$ cat src/rtl/grf_scoreboard.sv
// rtl/grf_scoreboard.sv - decode-stage GRF hazard scoreboard with stall/forward flags and stall counter
module grf_scoreboard #(
    parameter int NREG = 32,
    parameter int TW   = 2,
    parameter int SCW  = 32
) (
    input  logic            clk,
    input  logic            reset,
    input  logic            issue_valid,
    input  logic [4:0]      issue_wa,
    input  logic [TW-1:0]   issue_tnew,
    input  logic [4:0]      rs_a,
    input  logic [TW-1:0]   rs_tuse,
    input  logic [4:0]      rt_a,
    input  logic [TW-1:0]   rt_tuse,
    input  logic            wb_valid,
    input  logic [4:0]      wb_wa,
    output logic            stall,
    output logic            rs_fwd,
    output logic            rt_fwd,
    output logic [NREG-1:0] busy_vec,
    output logic [SCW-1:0]  stall_cycles
);

    // Per-register in-flight state: busy flag plus cycles until forwardable.
    logic [NREG-1:0] r_busy;
    logic [TW-1:0]   r_cnt [NREG];
    logic [SCW-1:0]  r_stall_cycles;

    logic w_rs_pend;
    logic w_rt_pend;
    logic w_haz_rs;
    logic w_haz_rt;
    logic w_stall;
    logic w_issue_accept;

    // Operand is pending when its producer is still in flight; register 0 never is.
    assign w_rs_pend = (rs_a != 5'd0) & r_busy[rs_a];
    assign w_rt_pend = (rt_a != 5'd0) & r_busy[rt_a];

    // Hazard only when the result arrives later than the operand is needed.
    // A writeback in this same cycle is deliberately ignored: decode cannot see it yet.
    assign w_haz_rs = w_rs_pend & (r_cnt[rs_a] > rs_tuse);
    assign w_haz_rt = w_rt_pend & (r_cnt[rt_a] > rt_tuse);
    assign w_stall  = w_haz_rs | w_haz_rt;

    // A stalled instruction is not issued; writes to register 0 are never tracked.
    assign w_issue_accept = issue_valid & ~w_stall & (issue_wa != 5'd0);

    assign stall        = w_stall;
    assign rs_fwd       = w_rs_pend & ~w_haz_rs;
    assign rt_fwd       = w_rt_pend & ~w_haz_rt;
    assign busy_vec     = r_busy;
    assign stall_cycles = r_stall_cycles;

    // Entry update: newest issue beats writeback, writeback beats countdown; cnt saturates at 0.
    always_ff @(posedge clk) begin
        if (reset) begin
            for (int i = 0; i < NREG; i++) begin
                r_busy[i] <= 1'b0;
                r_cnt[i]  <= '0;
            end
        end else begin
            r_busy[0] <= 1'b0;
            r_cnt[0]  <= '0;
            for (int i = 1; i < NREG; i++) begin
                if (w_issue_accept && (issue_wa == 5'(i))) begin
                    r_busy[i] <= 1'b1;
                    r_cnt[i]  <= issue_tnew;
                end else if (wb_valid && (wb_wa == 5'(i))) begin
                    r_busy[i] <= 1'b0;
                    r_cnt[i]  <= '0;
                end else if (r_busy[i] && (r_cnt[i] != '0)) begin
                    r_cnt[i]  <= r_cnt[i] - TW'(1);
                end
            end
        end
    end

    // Free-running count of bubble cycles, wrapping naturally at 2^SCW.
    always_ff @(posedge clk) begin
        if (reset) begin
            r_stall_cycles <= '0;
        end else if (w_stall) begin
            r_stall_cycles <= r_stall_cycles + SCW'(1);
        end
    end

endmodule

$ cat config.mk
export PLATFORM = sky130hd
export DESIGN_NAME = grf_scoreboard
export DESIGN_NICKNAME = d
export VERILOG_FILES = /design/src/rtl/grf_scoreboard.sv
export SDC_FILE = /design/constraint.sdc
export NUM_CORES = 1
export LEC_CHECK = 0
export ABC_AREA = 1
export BUFFER_PORTS_ARGS = -buffer_cell sky130_fd_sc_hd__buf_2
export CAP_MARGIN = 20
export CORE_MARGIN = 3
export CORE_UTILIZATION = 40
export DETAILED_ROUTE_END_ITERATION = 7
export GPL_ROUTABILITY_DRIVEN = 0
export HOLD_SLACK_MARGIN = 0.02
export PLACE_DENSITY = 0.59
export SYNTH_ARGS = -nofsm -noshare
export SYNTH_HDL_FRONTEND = slang
export SYNTH_SLANG_ARGS = --single-unit
$ cat constraint.sdc
create_clock -name clk -period 3.3 [get_ports clk]
set_input_delay 0.33 -clock clk [delete_from_list [all_inputs] [get_ports clk]]
set_output_delay 0.33 -clock clk [all_outputs]
set_load 0.02 [all_outputs]
=== Yosys cells after proc, flatten, opt, wreduce, memory -nomap -nowiden ===
Memories as Yosys holds them, arrays and structs flattened.
Cells that the tools add are included.

* Logic and storage cells: 931
* Bits in registers: 64
* Input port bits: 30
* Memory bits (writable): 64
* Memories: 1

{| class="wikitable"
|+ Memory list
! memory !! words !! width !! read ports !! clocked after memory_dff !! write ports !! RTL line !! RTL
|-
| r_cnt || 32 || 2 || 33 || 0 || 32 || 27 || <nowiki>logic [TW-1:0] r_cnt [NREG];</nowiki>
|}

* $add $sub $neg: 32
* Multiplexer cells: 535
* Bitwise logic cells: 106
* Reduce and logical (&&, ||, !) cells: 158
* Eq/ne operators: 62
* Order comparisons: 4

{| class="wikitable"
|+ Operators by type and width
! cell !! count
|-
| 1-bit 2-to-1 mux || 439
|-
| 2-bit 2-to-1 mux || 94
|-
| 5-bit equality test, second input constant || 32
|-
| 2-bit nonzero test || 62
|-
| 1-bit OR || 95
|-
| 1-bit logical AND || 93
|-
| 5-bit by 4-bit equality test with 1-bit output, second input constant || 16
|-
| 2-bit by 1-bit subtractor with 2-bit output, second input constant || 31
|-
| 5-bit by 3-bit equality test with 1-bit output, second input constant || 8
|-
| 32-bit by 1-bit adder with 32-bit output, second input constant || 1
|-
| 5-bit by 2-bit equality test with 1-bit output, second input constant || 4
|-
| 5-bit nonzero test || 3
|-
| 5-bit by 6-bit less-than comparator with 1-bit output, second input constant || 2
|-
| 1-bit binary-select mux with 5-bit select || 2
|-
| 5-bit by 1-bit equality test with 1-bit output, second input constant || 2
|-
| 1-bit bitwise AND || 8
|-
| 2-bit greater-than comparator || 2
|-
| 1-bit inverter || 3
|}

=== Longest topological paths before layout ===
* Depth in word-level cells: 15
* Gate-level depth with buffers: 24
* Mapped depth without buffers: 20

=== Least setup slack after synthesis ===
OpenSTA, ideal clock, no wires.

* Path type: input-to-reg
* From: in rt_a[1]
* To: mem r_cnt[15][0] (enable)
* Data arrival time: 2.728 ns
* Slack: 0.272 ns
* Data required time: 2.999 ns
* Stages: 19
* Setup time: 0.301 ns
* Path buffers: 3
* Cells stage by stage: inv_1 > clkbuf_1 > clkbuf_1 > a21oi_1 > o21ai_0 > nand3_1 > a31oi_1 > a31oi_1 > ha_1 > a21oi_1 > a21oi_1 > nand2_2 > nand2_4 > nor2_8 > buf_12 > nand3_4 > clkinv_1 > nor2_1 > nand3_1

{| class="wikitable"
|+ RTL lines
! what !! RTL line !! RTL
|-
| start, declared || 14 || <nowiki>input logic [4:0] rt_a,</nowiki>
|-
| end, declared || 27 ||
|}

==> summary.md <==
| Metric | Value |
|---|---|
| Status | `complete, no violations` |
| Crit path max-delay family | `compound AO/OA/AOI/OAI gates` |
| CP cell instances | `inv_2 > a21oi_1 > o21ai_0 > o211ai_1 > a21oi_1 > nand2_1 > a31oi_2 > a31oi_1 > ha_1 > a21oi_1 > a21oi_2 > nand2_2 > nand2_4 > buf_6 > buf_4` |
| WP data required | `2.97 ns` |
| Worst Skew | `between 0.01 and 0.015 ns` |
| Endpoints failing hold | `0` |
| Clk sink count | `125` |
| Number of global-route vias before repair | `~9.8k` |
| Total track usage | `0.253` |
| Total of max-cap violations | `0` |
| CTS tree | `yes` |
| CP endpoint kind | `output pin` |
| Leakage | `approximately 5.7 nW` |
| Initial Util | `0.411` |
| IO Pins | `97` |
| Synth unique cells | `45` |
| Cells after DPL | `about 2.0k` |
| Final Setup Violations | `0` |
| Die Ht | `165 um` |
| Yosys warnings | `0` |
| Worst slew pin tran | `0.596 ns` |
| Fill cells | `~2.6k` |
| Crit-path max FO | `12` |
| Final std cells w/o fill | `2,012` |
| Avg WL per Cell | `between 15 and 20 um` |
| Syn Inst Count | `1,574` |
| Max-slew violation count | `0` |
| Hold_ws | `0.274 ns` |
| Clock transition at path regs | `0.06 ns` |
| First-pass GRT wire length | `about 53 mm` |
| Final worst path period share | `0.958` |
| Final Total Pwr | `about 4.3 mW` |
| # DRC | `0` |
| Setup crit start kind | `flop` |
| Port bufs | `95` |
| Root Driver | `clkbuf_16` |
| Rows | `57` |
| Crit path buf inv count | `3` |
| DIE AREA | `0.0272 sq mm` |
| WHS Path Cells | `3` |
| Clk_lat worst skew | `0.43 ns` |
| Synth Net Count | `1,640` |
| Detailed Route WL | `34.0 mm` |
| EDFF count, synth | `62` |
| Worst min path class | `primary input to flop` |
| Detailed Place HPWL | `26.6 mm` |
| Final setup margin | `0.138 ns` |
| Largest net degree at the start of global routing | `76` |
| H-Tree Depth | `4` |
| Dpl ws | `0.00679 ns` |
| Core area | `0.0245 sq mm` |
| Initial antenna violation count | `3` |
| Post-CTS setup buffers | `0` |
| Vias per cell | `5.32` |
| Maximum VDD drop | `0.276 mV` |
| Yosys reg bits | `around 130` |
| Final min period | `3.16 ns` |
| GRT overflow | `0` |
| Layout area overhead | `15.4%` |
| Layout cells sized above 1 | `0.129` |
| Async S/R FF share, synth | `0` |
| Initial drt markers | `1,086` |
| Layout Nets | `1,741` |
| Die W | `165 um` |
| Detailed Routing Iterations Pass 1 | `5` |
| Main flop type after synthesis | `dfxtp_1` |
| Reg2Reg Depth | `18` |
| Top cell by count, worst path | `a21oi_1` |
| Unrepaired setup endpoints after global routing | `true` |
| Most frequent cells in the layout | `384 x nand2_1, 273 x inv_1, 168 x nor2_1` |
| WP depth | `15` |
| Sequential element share of the synthesized area | `0.310` |
| Commonest non-fill, non-tap cell in the layout | `nand2_1` |
| Final ANT Viol Nets | `0` |
| WS Path Type | `flop to output pin` |
| CP max stage delay | `about 0.38 ns` |
| Slowest cell on the critical path | `edfxtp_1` |
| Ant. Diodes | `0` |
| Clock Path Buffers | `2` |
| Slew margin rel. | `0.602` |
| Synthesized area | `0.0101 sq mm` |
| CP arrival | `2.83 ns` |
| Fmax | `~320 MHz` |
| Via count of the routed design | `about 11k` |
| Syn_area_per_cell | `around 6.4 sq um` |
| TritonCTS Buffers | `17` |
| Power Dens Cells | `368 mW/mm^2` |
## Yosys cell counts, types with 2 or more instances
cell,instances,area share
xor2_1,7,0.0061
nand2_2,7,0.0043
nor2_1,168,0.063
nor4_1,9,0.0056
clkinv_1,5,0.0019
buf_1,7,0.0026
inv_1,277,0.10
a31oi_1,4,0.0025
buf_6,4,0.0045
inv_2,4,0.0015
buf_2,15,0.0074
clkbuf_1,32,0.012
and3_1,2,0.0012
nor3b_1,2,0.0015
nand2_1,384,0.14
o21ai_0,117,0.058
nand2_4,10,0.011
o22ai_1,5,0.0031
buf_4,5,0.0037
buf_12,2,0.0040
dfxtp_1,63,0.13
edfxtp_1,62,0.18
nand4_1,57,0.035
o221ai_1,9,0.0078
o21ai_1,6,0.0030
nand3_4,11,0.019
o31ai_1,2,0.0015
nand3_1,105,0.052
nor2_2,2,0.0012
xnor2_1,2,0.0017
nor3_1,38,0.019
ha_1,36,0.045
o211ai_1,11,0.0082
a21oi_1,93,0.046
## path summary, 6_finish.rpt
| path | from | endpoint | slack [ns] |
|---|---|---|---|
| worst min register to register | stall_cycles[21] | stall_cycles[21] | 0.48 |
| worst max register to register | r_cnt[19][1] | r_cnt[11][0] | 0.18 |
| worst max-delay path | r_cnt[19][1] | stall | 0.14 |
| worst min-delay path | issue_wa[4] | busy_vec[17] | 0.27 |
## kinds of logic (layout without fill, tap and decap cells)
kind of cell,after synthesis,after routing,synth area share
flip-flops,125,125,0.310
XOR/XNOR,9,9,0.00782
other,1,1,0.000372
adder cells (fa/ha/maj),36,36,0.0447
AO/OA/AOI/OAI,252,252,0.134
buffers and inverters,351,465,0.141
AND/OR/NAND/NOR,800,800,0.362
## cell type report
cell class                      instances  area, sq um  share of cell area
Clock buffer                           20          437              0.0375
Timing Repair Buffer                  147          938              0.0806
Sequential cell                       125         3120               0.268
Clock inverter                         12         98.8             0.00849
Inverter                              286         1080              0.0925
Tap cell                              324          405              0.0348
Multi-Input combinational cell       1098         5560               0.478
## per-stage QoR
stage | setup TNS (ns) | cell area (sq um) | util
6_report | 0 | 11600 | 0.474
3_3_place_gp | 0 | 11100 | 0.452
3_5_place_dp | 0 | 11100 | 0.452
5_1_grt | -0.0321 | 11600 | 0.474
4_1_cts | 0 | 11600 | 0.473
2_1_floorplan | 0 | 10100 | -
## registers in the layout (all words and copies together) (netlist names)
register / count
busy_vec: 31
r_cnt: 62
stall_cycles: 32
## worst register-to-register path, delay by kind of cell, from the launching register on
kind | cells | cell delay (ns)
AO/OA/AOI/OAI | 8 | 0.93
AND/OR/NAND/NOR | 7 | 0.89
flip-flops | 1 | 0.38
buffers and inverters | 2 | 0.32
adder cells (fa/ha/maj) | 1 | 0.31
## what timing repair did
action | CTS | global route
setup endpoints to repair | 0 | 58
hold buffers | 0 | 0
gates resized for setup | 0 | 10
## report_power, final
group / total, mW / internal, mW / switching, mW
clock network: 1.76 / 1.03 / 0.736
registers: 1.73 / 1.69 / 0.0406
logic: 0.791 / 0.254 / 0.537
## layer usage
layer  part of all wire  track usage  vias up  wire length (um)
li1                   -            -     5306                 -
met1               0.42        0.321     4864             14100
met2               0.47        0.430      458             16000
met3              0.084       0.0416       64              2850
met4              0.027       0.0949        6               930
met5            0.00065            0        -                22
No activity file was read; power rests on OpenSTA's default activity.
